`src/rtl/ml_cmd_ctrl_pkg.sv`:
```
// ml_cmd_ctrl_pkg: command codes, sequencer states and small helpers shared by the ML command controller.
package ml_cmd_ctrl_pkg;
    typedef enum logic [2:0] {
        S_IDLE,
        S_CMD,
        S_ADDR_HI,
        S_ADDR_LO,
        S_DATA,
        S_SKIP
    } state_t;
    localparam logic [7:0] CMD_WR_DATA = 8'h21;
    localparam logic [7:0] CMD_WR_COEF = 8'h22;
    localparam logic [7:0] CMD_RUN     = 8'h30;
    localparam logic [7:0] CMD_CLR_ERR = 8'h40;
    function automatic logic is_hdr(input state_t s);
        return s == S_ADDR_HI || s == S_ADDR_LO;
    endfunction
    function automatic logic is_wr(input logic [7:0] c);
        return c == CMD_WR_DATA || c == CMD_WR_COEF;
    endfunction
endpackage

```
`src/rtl/ml_cmd_ctrl.sv`:
```
// ml_cmd_ctrl: frame/byte command sequencer that loads an address, streams payload
// into data or coefficient memory, launches compute and reports ready/error status.
module ml_cmd_ctrl
    import ml_cmd_ctrl_pkg::*;
#(
    parameter int ADDR_BITS = 16
) (
    input  logic                 i_clock,
    input  logic                 i_reset,
    input  logic                 i_frame_start,
    input  logic                 i_frame_end,
    input  logic                 i_din_valid,
    input  logic [7:0]           i_din_data,
    input  logic                 i_comp_busy,
    output logic                 o_comp_start,
    output logic                 o_mem_sel,
    output logic [ADDR_BITS-1:0] o_mem_addr,
    output logic [7:0]           o_mem_wdata,
    output logic                 o_mem_wen,
    output logic                 o_ml_rdy,
    output logic                 o_ml_err
);
    state_t                r_state;
    logic [7:0]            r_addr_hi;
    logic [ADDR_BITS-1:0]  r_addr;
    logic                  r_pending;
    logic                  r_err;
    logic                  r_comp_start;
    logic                  r_mem_sel;
    logic [ADDR_BITS-1:0]  r_mem_addr;
    logic [7:0]            r_mem_wdata;
    logic                  r_mem_wen;
    logic                  r_rdy;
    state_t                w_next;
    logic                  w_byte;
    logic                  w_run_go;
    logic                  w_err_set;
    logic                  w_err_clr;
    logic                  w_hdr_cut;

    // frame_start beats a same-cycle byte, so the byte is never seen
    assign w_byte = i_din_valid & ~i_frame_start;

    always_comb begin
        w_next    = r_state;
        w_run_go  = 1'b0;
        w_err_set = 1'b0;
        w_err_clr = 1'b0;
        if (w_byte) begin
            case (r_state)
                S_CMD: begin
                    w_next    = is_wr(i_din_data) ? S_ADDR_HI : S_SKIP;
                    w_run_go  = i_din_data == CMD_RUN && !(i_comp_busy || r_pending);
                    w_err_set = i_din_data == CMD_RUN ? (i_comp_busy || r_pending)
                                                      : !(is_wr(i_din_data) || i_din_data == CMD_CLR_ERR);
                    w_err_clr = i_din_data == CMD_CLR_ERR;
                end
                S_ADDR_HI: w_next = S_ADDR_LO;
                S_ADDR_LO: w_next = S_DATA;
                default:   w_next = r_state;
            endcase
        end
    end

    // a frame that closes before the address is complete is a short header
    assign w_hdr_cut = i_frame_end & ~i_frame_start & is_hdr(w_next);

    always_ff @(posedge i_clock or posedge i_reset) begin
        if (i_reset) begin
            r_state      <= S_IDLE;
            r_addr_hi    <= '0;
            r_addr       <= '0;
            r_pending    <= 1'b0;
            r_err        <= 1'b0;
            r_comp_start <= 1'b0;
            r_mem_sel    <= 1'b0;
            r_mem_addr   <= '0;
            r_mem_wdata  <= '0;
            r_mem_wen    <= 1'b0;
            r_rdy        <= 1'b0;
        end else begin
            r_comp_start <= w_run_go;
            r_pending    <= w_run_go | (r_pending & ~i_comp_busy);
            r_rdy        <= ~(i_comp_busy | r_pending | w_run_go);
            r_err        <= (w_err_set | w_hdr_cut) ? 1'b1 : w_err_clr ? 1'b0 : r_err;
            r_mem_wen    <= 1'b0;
            r_state      <= i_frame_start ? S_CMD : i_frame_end ? S_IDLE : w_next;
            if (w_byte && r_state == S_CMD && is_wr(i_din_data))
                r_mem_sel <= i_din_data == CMD_WR_COEF;
            if (w_byte && r_state == S_ADDR_HI)
                r_addr_hi <= i_din_data;
            if (w_byte && r_state == S_ADDR_LO)
                r_addr <= ADDR_BITS'({r_addr_hi, i_din_data});
            if (w_byte && r_state == S_DATA) begin
                r_mem_wen   <= 1'b1;
                r_mem_addr  <= r_addr;
                r_mem_wdata <= i_din_data;
                r_addr      <= r_addr + ADDR_BITS'(1);
            end
        end
    end

    assign o_comp_start = r_comp_start;
    assign o_mem_sel    = r_mem_sel;
    assign o_mem_addr   = r_mem_addr;
    assign o_mem_wdata  = r_mem_wdata;
    assign o_mem_wen    = r_mem_wen;
    assign o_ml_rdy     = r_rdy;
    assign o_ml_err     = r_err;
endmodule

```
`config.mk`:
```
export PLATFORM = sky130hd
export DESIGN_NAME = ml_cmd_ctrl
export DESIGN_NICKNAME = d
export VERILOG_FILES = /design/src/rtl/ml_cmd_ctrl_pkg.sv /design/src/rtl/ml_cmd_ctrl.sv
export SDC_FILE = /design/constraint.sdc
export NUM_CORES = 1
export LEC_CHECK = 0
export BUFFER_PORTS_ARGS = -buffer_cell sky130_fd_sc_hd__buf_2
export CAP_MARGIN = 25
export CELL_PAD_IN_SITES_DETAIL_PLACEMENT = 0
export CELL_PAD_IN_SITES_GLOBAL_PLACEMENT = 1
export CORE_MARGIN = 3
export CORE_UTILIZATION = 43
export CTS_CLUSTER_DIAMETER = 60
export CTS_CLUSTER_SIZE = 14
export DETAILED_ROUTE_END_ITERATION = 7
export GPL_ROUTABILITY_DRIVEN = 0
export HOLD_SLACK_MARGIN = 0.1
export PLACE_DENSITY = 0.85
export SYNTH_ARGS = -nofsm -noshare
export SYNTH_HDL_FRONTEND = slang
export SYNTH_SLANG_ARGS = --single-unit
```
`constraint.sdc`:
```
create_clock -name i_clock -period 2.45 [get_ports i_clock]
set_clock_uncertainty 0.05 [all_clocks]
set_input_delay 0.245 -clock i_clock [delete_from_list [all_inputs] [get_ports i_clock]]
set_output_delay 0.245 -clock i_clock [all_outputs]
set_load 0.005 [all_outputs]
```
==> qor.yml <==
grt_max_degree: 43
synthCells: 283
grt_pass1_vias: 2228
areaGrowthSynthToFinish_pct: 16.9
numCtsBuffers: 9
rsz0062_at_grt: "no"
finalCritPeriodShare: 0.809
drc: 0
cts_tree: "built"
worst_hold_slack_ps: 129
via_per_inst: 5.59
syn_nets: 298
grtUsageTotal: 0.184
ctsLongestPathBuffers: 2
core_area_sq_um: 6100
dp_hpwl_microns: 4290
synth.largest_area_cell: "dfrtp_1"
dieArea_sq_um: 7480
initial_core_util: 0.457
finalHoldViolations: 0
ys_seq_elements: 57
die_w_microns: 86.5
critical_path.startpoint_type: "flop"
critPathKind: "reg -> reg"
avgSynthCellArea_sq_um: 9.84
setup-violations-final: 0
first_pass_iters: 4
post-cts-setup-buffers: 0
cp_max_fo: 42
num_antenna_cells: 0
slew_viol_final: 0
portBuffers: 42
rows: 28
relSlewSlack: 0.582
leakage_nw: 1.67
synth.top_cell.area_share: 0.512
outcome: "finished, final reports clean"
vias: 2286
path_clk_slew_ps: 60
maxCapViolCount: 0
synth_area_sq_um: 2790
tightestPinTransition_ps: 627
antenna_found_initial: 0
routed_wl_microns: 6310
drtIter0Drc: 168
path_cells: "nor4b_4, nand2_2, buf_4, or4_1, nand3_1"
crit_slowest_cell: "dfrtp_1"
ioPinCount: 43
synthArstFlopShare: 1.00
cp.required_ps: 2670
endpoint_kind: "flop"
drive_above_1_share: 0.246
power.density_nw_per_um2: 600
final_cell_mix: "74 x nand2_1, 57 x dfrtp_1, 42 x buf_2"
arrival_ps: 2200
synth_edf_count: 0
antenna_left: 0
die_y_microns: 86.5
ir_drop_mv: 0.429
slowest_delay_ps: 510
max_freq_mhz: 505
synth-main-ff-cell: "dfrtp_1"
ys_top_cells_by_area: "dfrtp_1 51%, nand2_1 10%, mux2_2 3.6%"
layout_commonest_cell: "nand2_1"
grt_overflow: 0
ys_warn_count: 0
avgRoutedWirePerCell_microns: 15.4
layout.nets: 344
synth_cell_types: 60
clk_latency_ps: 330
ctsHtreeMaxLevel: 3
hold_class: "in -> reg"
grt_pass1_wl_microns: 10800
root_buffer: "clkbuf_8"
clock-sinks: 57
ys_seq_area_frac: 0.512
fin_setup_tns_ps: 0
period_minus_slack_ps: 1980
power breakdown:
part / internal [mW] / switching (mW) / leakage, nW
logic: 0.0578 / 0.0763 / 0.790
registers: 0.972 / 0.0230 / 0.774
clock network: 0.474 / 0.351 / 0.102
total: 1.50 / 0.451 / 1.67
layer usage:
metal | vias to the layer above | GRT usage | routed length (microns)
li1 | 1106 | - | -
met1 | 1099 | 0.252 | 3040
met2 | 74 | 0.284 | 2780
met3 | 7 | 0.0656 | 442
met4 | 0 | 0.0368 | 43
met5 | - | 0 | 0
state kept, by name (all words and copies together), names as in the netlist:
| name | count |
|---|---|
| r_addr_hi | 8 |
| r_state | 3 |
| o_comp_start | 1 |
| o_mem_wdata | 8 |
| o_mem_addr | 16 |
| o_ml_err | 1 |
| r_pending | 1 |
| o_mem_wen | 1 |
| o_ml_rdy | 1 |
| r_addr | 16 |
| o_mem_sel | 1 |
timing repair:
| item | in CTS | in global routing |
|---|---|---|
| hold endpoints to repair | 30 | 0 |
| hold buffers | 3 | 0 |
| endpoints found under the setup margin | 0 | 0 |
| resized for setup | 0 | 0 |
worst max-delay path: cells and delay by family (launching register included):
family                 cells  cell delay, ps
flip-flops                 1             510
buffers and inverters      1             270
AND/OR/NAND/NOR            4            1060
cell usage after synthesis, drive strengths merged, types with 4 or more instances:
library cell and number:
o21ai 6, buf 10, a311oi 4, clkbuf 4, a221o 4, dfrtp 57
a21oi 10, and3 4, mux2 9, nand2 75, nand3 9, nor2 16
nor3 9, inv 8
worst paths after layout:
| path | from | end | slack (ps) | depth (start not counted) |
|---|---|---|---|---|
| setup / recovery | r_state[1] | r_addr[4] | 470 | 5 |
| hold / removal | i_din_data[2] | o_mem_wdata[2] | 130 | 3 |
| setup reg to reg | r_state[1] | r_addr[4] | 470 | 5 |
| hold reg to reg | o_mem_addr[6] | o_mem_addr[6] | 420 | 2 |
| max in group asynchronous | i_reset | o_mem_wdata[4] | 1280 | 4 |
| min in group asynchronous | i_reset | o_mem_addr[7] | 480 | 3 |
area by class of cell:
type                    count  area (sq um)
clock buffers              14           183
clock inverters             2          10.0
fillers                   580          2840
inverters                   9          35.0
multi-input cells         203          1230
flip-flops and latches     57          1430
well taps                  75          93.8
repair buffers             49           283
per-stage QoR:
step / instance area (sq um) / setup slack (ps) / cells / total power, mW / util
global placement: 3030 / 517 / 390 / 1.14 / 0.498
global route: 3260 / 260 / 409 / 2.05 / 0.534
floorplan: 2790 / 741 / 283 / 1.08 / -
detailed placement: 3030 / 475 / 390 / 1.14 / 0.498
CTS: 3260 / 460 / 409 / 1.99 / 0.534
finish: 3260 / 469 / 409 / 1.96 / 0.534
cell families after synthesis:
family	Yosys count	share of synthesized area
AOI/OAI and AO/OA	52	0.149
muxes	12	0.0472
xor gates and xnor gates	1	0.00315
and+or+nand+nor	137	0.236
buffers and inverters	23	0.0476
adders and majority gates	1	0.00449
DFF	57	0.512
No activity file was read; power rests on OpenSTA's default activity.
